[config.mk]
export PLATFORM = sky130hd
export DESIGN_NAME = bitstream_merger
export DESIGN_NICKNAME = d
export VERILOG_FILES = /design/src/rtl/bitstream_merger.sv
export SDC_FILE = /design/constraint.sdc
export NUM_CORES = 1
export LEC_CHECK = 0
export CAP_MARGIN = 10
export CORE_MARGIN = 4
export CORE_UTILIZATION = 45
export DETAILED_ROUTE_END_ITERATION = 6
export PLACE_DENSITY_LB_ADDON = 0.15
export SLEW_MARGIN = 20
export SYNTH_ARGS = -nofsm -noshare
export SYNTH_HDL_FRONTEND = slang
export SYNTH_SLANG_ARGS = --single-unit
export TNS_END_PERCENT = 50
[constraint.sdc]
create_clock -name clk -period 5.3 [get_ports clk]
set_clock_uncertainty 0.05 [all_clocks]
set_input_delay 1.06 -clock clk [delete_from_list [all_inputs] [get_ports clk]]
set_output_delay 1.06 -clock clk [all_outputs]
set_load 0.03 [all_outputs]
[src/rtl/bitstream_merger.sv]
// rtl/bitstream_merger.sv - packs MSB-aligned variable-length bitfields into 64-bit MSB-first words
// Optional BITMERGE_BYTECNT_EN adds o_total, a running count of emitted valid bytes.
module bitstream_merger (
  input  logic        clk,
  input  logic        rst,
  input  logic        i_vl,
  input  logic [62:0] i_bv,
  input  logic [5:0]  i_bc,
  input  logic        i_flush,
  output logic        o_vl,
  output logic [63:0] o_data,
  output logic [3:0]  o_nbytes,
  output logic        o_last,
`ifdef BITMERGE_BYTECNT_EN
  output logic [31:0] o_total,
`endif
  output logic        o_busy
);

  localparam logic [0:0] ST_RUN   = 1'b0;
  localparam logic [0:0] ST_FLUSH = 1'b1;

  logic [0:0]   state, nxt_state;
  logic [126:0] acc, acc_app, nxt_acc;
  logic [6:0]   cnt, cnt_app, nxt_cnt, rem_src;
  logic [62:0]  payload;
  logic         nxt_vl, nxt_last;
  logic [63:0]  nxt_data;
  logic [3:0]   nxt_nbytes;

  // Bits below the payload are masked so acc stays zero beyond cnt.
  assign payload = i_bv & ~({63{1'b1}} >> i_bc);
  assign o_busy  = (state == ST_FLUSH);

  always_comb begin
    acc_app = acc;
    cnt_app = cnt;
    if (state == ST_RUN && i_vl) begin
      acc_app = acc | ({payload, 64'd0} >> cnt);
      cnt_app = cnt + {1'b0, i_bc};
    end
  end

  // Remainder length: held count in FLUSH, post-append count in RUN (only used when < 64).
  assign rem_src = (state == ST_FLUSH) ? cnt : cnt_app;

  always_comb begin
    nxt_state  = ST_RUN;
    nxt_acc    = acc_app;
    nxt_cnt    = cnt_app;
    nxt_vl     = 1'b0;
    nxt_data   = 64'd0;
    nxt_nbytes = 4'd0;
    nxt_last   = 1'b0;
    if (state == ST_FLUSH) begin
      nxt_vl     = 1'b1;
      nxt_data   = acc[126:63];
      nxt_nbytes = 4'((rem_src + 7'd7) >> 3);
      nxt_last   = 1'b1;
      nxt_acc    = '0;
      nxt_cnt    = 7'd0;
    end else if (cnt_app >= 7'd64) begin
      nxt_vl     = 1'b1;
      nxt_data   = acc_app[126:63];
      nxt_nbytes = 4'd8;
      nxt_acc    = acc_app << 64;
      nxt_cnt    = cnt_app - 7'd64;
      if (i_flush) nxt_state = ST_FLUSH;
    end else if (i_flush) begin
      nxt_vl     = 1'b1;
      nxt_data   = acc_app[126:63];
      nxt_nbytes = 4'((rem_src + 7'd7) >> 3);
      nxt_last   = 1'b1;
      nxt_acc    = '0;
      nxt_cnt    = 7'd0;
    end
  end

  always_ff @(posedge clk) begin
    if (rst) begin
      state    <= ST_RUN;
      acc      <= '0;
      cnt      <= 7'd0;
      o_vl     <= 1'b0;
      o_data   <= 64'd0;
      o_nbytes <= 4'd0;
      o_last   <= 1'b0;
    end else begin
      state    <= nxt_state;
      acc      <= nxt_acc;
      cnt      <= nxt_cnt;
      o_vl     <= nxt_vl;
      o_data   <= nxt_data;
      o_nbytes <= nxt_nbytes;
      o_last   <= nxt_last;
    end
  end

`ifdef BITMERGE_BYTECNT_EN
  always_ff @(posedge clk) begin
    if (rst)
      o_total <= 32'd0;
    else if (nxt_vl)
      o_total <= o_total + {28'd0, nxt_nbytes};
  end
`endif

endmodule

==> out/metrics.csv <==
stage,metric,value,unit
run_status,status,completed,
synth,syn_area,14800,um^2
routing,wl,75.5,mm
sta,min_period,4.66,ns
clock_network,ctsHoldBuffers,0,
routing,drcViolationCount,0,
placement,place_ws,0.409,ns
critical_path,cp_max_fo,30,
synth,synth_area_per_cell,7.74,um^2
placement,dp_hpwl,56.5,mm
layout,drive_gt1_share,12.0,%
synth,ys_seq_area_share,27.7,%
power,p_sw_share,39.3,%
global_routing,grt_max_degree,129,
routing,ant_nets,0,
critical_path,crit_arrival,5.05,ns
synth,yosysWarnings,0,
sta,clock.fmax,215,MHz
power,p_int,3310,uW
min_path,hold_path.class,flop to flop,
routing,vias_per_cell,7.24,
layout,syn_to_final_growth,19.6,%
floorplanning,die-area,35900,um^2
power,p_clk_share,31.6,%
synth,ys_types,94,
synth,synth_ff_type,dfxtp_1,
global_routing,overflow,0,
floorplanning,coreArea,32500,um^2
floorplanning,die_x,189,um
sta,worst_slew_pin_slew,1.31,ns
clock_network,postCtsSetupRepairBufs,0,
critical_path,crit_type,input port to flop,
clock_network,htreeDepth,1,
placement,gp_congestion,1.09,
critical_path,required,5.70,ns
floorplanning,start_util,45.5,%
layout,final_common_cell,nor2_1,
clock_network,clk_path_buf_depth,3,
power,p_switching,2140,uW
clock_network,cts_buffers,24,
floorplanning,dieHeight,189,um
sta,grt_setup_unrepaired,false,
placement,io_buffers,143,
layout,nets,2101,
clock_network,clk-insertion-delay-late,0.53,ns
layout,final_cell_mix,"nor2_1 (227), dfxtp_1 (199), a21oi_1 (156)",
routing,dr.pass1.iters,6,
sta,finalSetupViolCount,0,
clock_network,cts_tree,built,
sta,fin_crit_sh,87.9,%
power,p_comb_share,37.9,%
floorplanning,num_rows,66,
sta,max-slew-margin-rel,12.9,%
layout,multi_input_area,9850,um^2
layout,final-seq-area,4110,um^2
synth,ys_async_sr_fraction,0,%
layout,nFillCells,3170,
synth,ys_ff_latch,205,
power,leakagePower,0.00619,uW
synth,synth_nets,1994,
routing,wire_per_inst,30.4,um
power,powerDensity,308,nW/um^2
power,power_frac_seq,30.5,%
global_routing,grt_use_total,40.4,%
sta,layout_setup_ws,0.642,ns
synth,synth_edf_count,0,
layout,insertedDiodeCount,0,
sta,drv_slew,0,
clock_network,clkTransAtPathRegs,0.06,ns
clock_network,root_buffer,clkbuf_16,
synth,syn_inst,1914,
floorplanning,io-pin-count,144,
global_routing,antenna_found_initial,0,
critical_path,cp-start-kind,input port,
clock_network,cts.sinks,205,
sta,hold_viol,0,
sta,tns,0,ns
routing,vias,17950,
routing,drt_iter0_markers,2852,
clock_network,cts_resized,0,
power,worst_ir_drop_vdd,275,uV
global_routing,grt_pass1_vias,16861,
run,drv_cap,0,
global_routing,grt_pass1_wl,111,mm
critical_path,end_kind,flop,
metrics by stage:
stage | total power (uW) | cells | hold WS, ns | instance area [um^2] | utilization (%)
final | 5450 | 2480 | 0.395 | 17700 | 54.5
after global routing | 5590 | 2480 | 0.419 | 17700 | 54.5
after CTS | 5350 | 2480 | 0.397 | 17700 | 54.5
after detailed placement | 3650 | 2437 | 0.388 | 16900 | 51.9
after global placement | 3640 | 2437 | 0.380 | 16900 | 51.9
after floorplan | 2840 | 1914 | 0.369 | 14800 | -
power by group through the flow:
stage | Combinational (uW) | Clock, uW | Sequential (uW)
4_1_cts | 1960 | 1730 | 1660
5_1_grt | 2130 | 1800 | 1670
2_1_floorplan | 1110 | 0 | 1730
6_report | 2070 | 1720 | 1660
3_3_place_gp | 1950 | 0 | 1690
3_5_place_dp | 1950 | 0 | 1690
worst paths after layout:
| path | slack [ns] | startpoint | cells after the start | endpoint |
|---|---|---|---|---|
| worst min-delay path | 0.40 | acc[31] | 2 | acc[31] |
| worst min register to register | 0.40 | acc[31] | 2 | acc[31] |
| worst max register to register | 1.30 | cnt[0] | 9 | acc[92] |
| worst max-delay path | 0.64 | i_bc[4] | 10 | acc[111] |
sequential cells by signal (all words and copies together), names as in the netlist:
name      count
o_vl          1
acc         127
o_data       64
o_busy        1
o_last        1
o_nbytes      4
cnt           7
synth_stat cells (14+ instances only):
| master | count | area share [%] |
|---|---|---|
| o21ai_0 | 97 | 3.3 |
| o221ai_1 | 24 | 1.4 |
| nor3_1 | 58 | 2.0 |
| clkbuf_1 | 107 | 2.7 |
| o22ai_1 | 46 | 1.9 |
| o211ai_1 | 35 | 1.8 |
| inv_1 | 29 | 0.73 |
| nand2b_1 | 15 | 0.63 |
| nand2_1 | 145 | 3.7 |
| a221oi_1 | 27 | 1.6 |
| and2_1 | 21 | 0.89 |
| o32ai_1 | 15 | 0.89 |
| buf_2 | 42 | 1.4 |
| o31ai_1 | 32 | 1.6 |
| nor2_1 | 227 | 5.8 |
| nor2b_1 | 15 | 0.63 |
| nor4_1 | 19 | 0.80 |
| mux2i_1 | 54 | 3.6 |
| a22oi_1 | 29 | 1.5 |
| o21bai_1 | 14 | 0.71 |
| nand3_1 | 35 | 1.2 |
| a31oi_1 | 26 | 1.1 |
| dfxtp_1 | 205 | 28 |
| a21o_1 | 19 | 0.96 |
| mux4_2 | 18 | 2.7 |
| a211oi_1 | 53 | 2.7 |
| mux2_2 | 21 | 1.6 |
| a21oi_1 | 157 | 5.3 |
critical path, stage by stage:
cell      delay, ns
buf_2          0.54
buf_4          0.27
or2_1          0.38
o21ai_0        0.18
mux4_2         0.60
o22ai_1        1.01
mux2_2         0.44
a22o_1         0.17
a221oi_1       0.12
a211oi_1       0.26
final cells by class:
cell class / count / area share (%)
clock buffer: 33 / 3.81
timing repair buffer: 253 / 12.8
multi-input combinational: 1506 / 55.6
tap: 442 / 3.12
sequential: 205 / 23.2
clock inverter: 10 / 0.805
inverter: 31 / 0.657
routing by layer:
layer	up-vias	share of wire, %	GRT usage, %
li1	7651	-	-
met1	8516	38	53.4
met2	1457	42	59.5
met3	326	14	13.0
met4	0	6.3	19.9
met5	-	0	0
logic make-up after synthesis:
family | after synthesis | synth area share [%]
AOI/OAI and AO/OA | 789 | 38.2
xor gates and xnor gates | 4 | 0.236
DFF | 205 | 27.7
adders and majority gates | 7 | 0.642
other | 1 | 0.0253
muxes | 93 | 7.98
and+or+nand+nor | 612 | 19.3
buffers and inverters | 203 | 5.94
No activity file was read; power rests on OpenSTA's default activity.
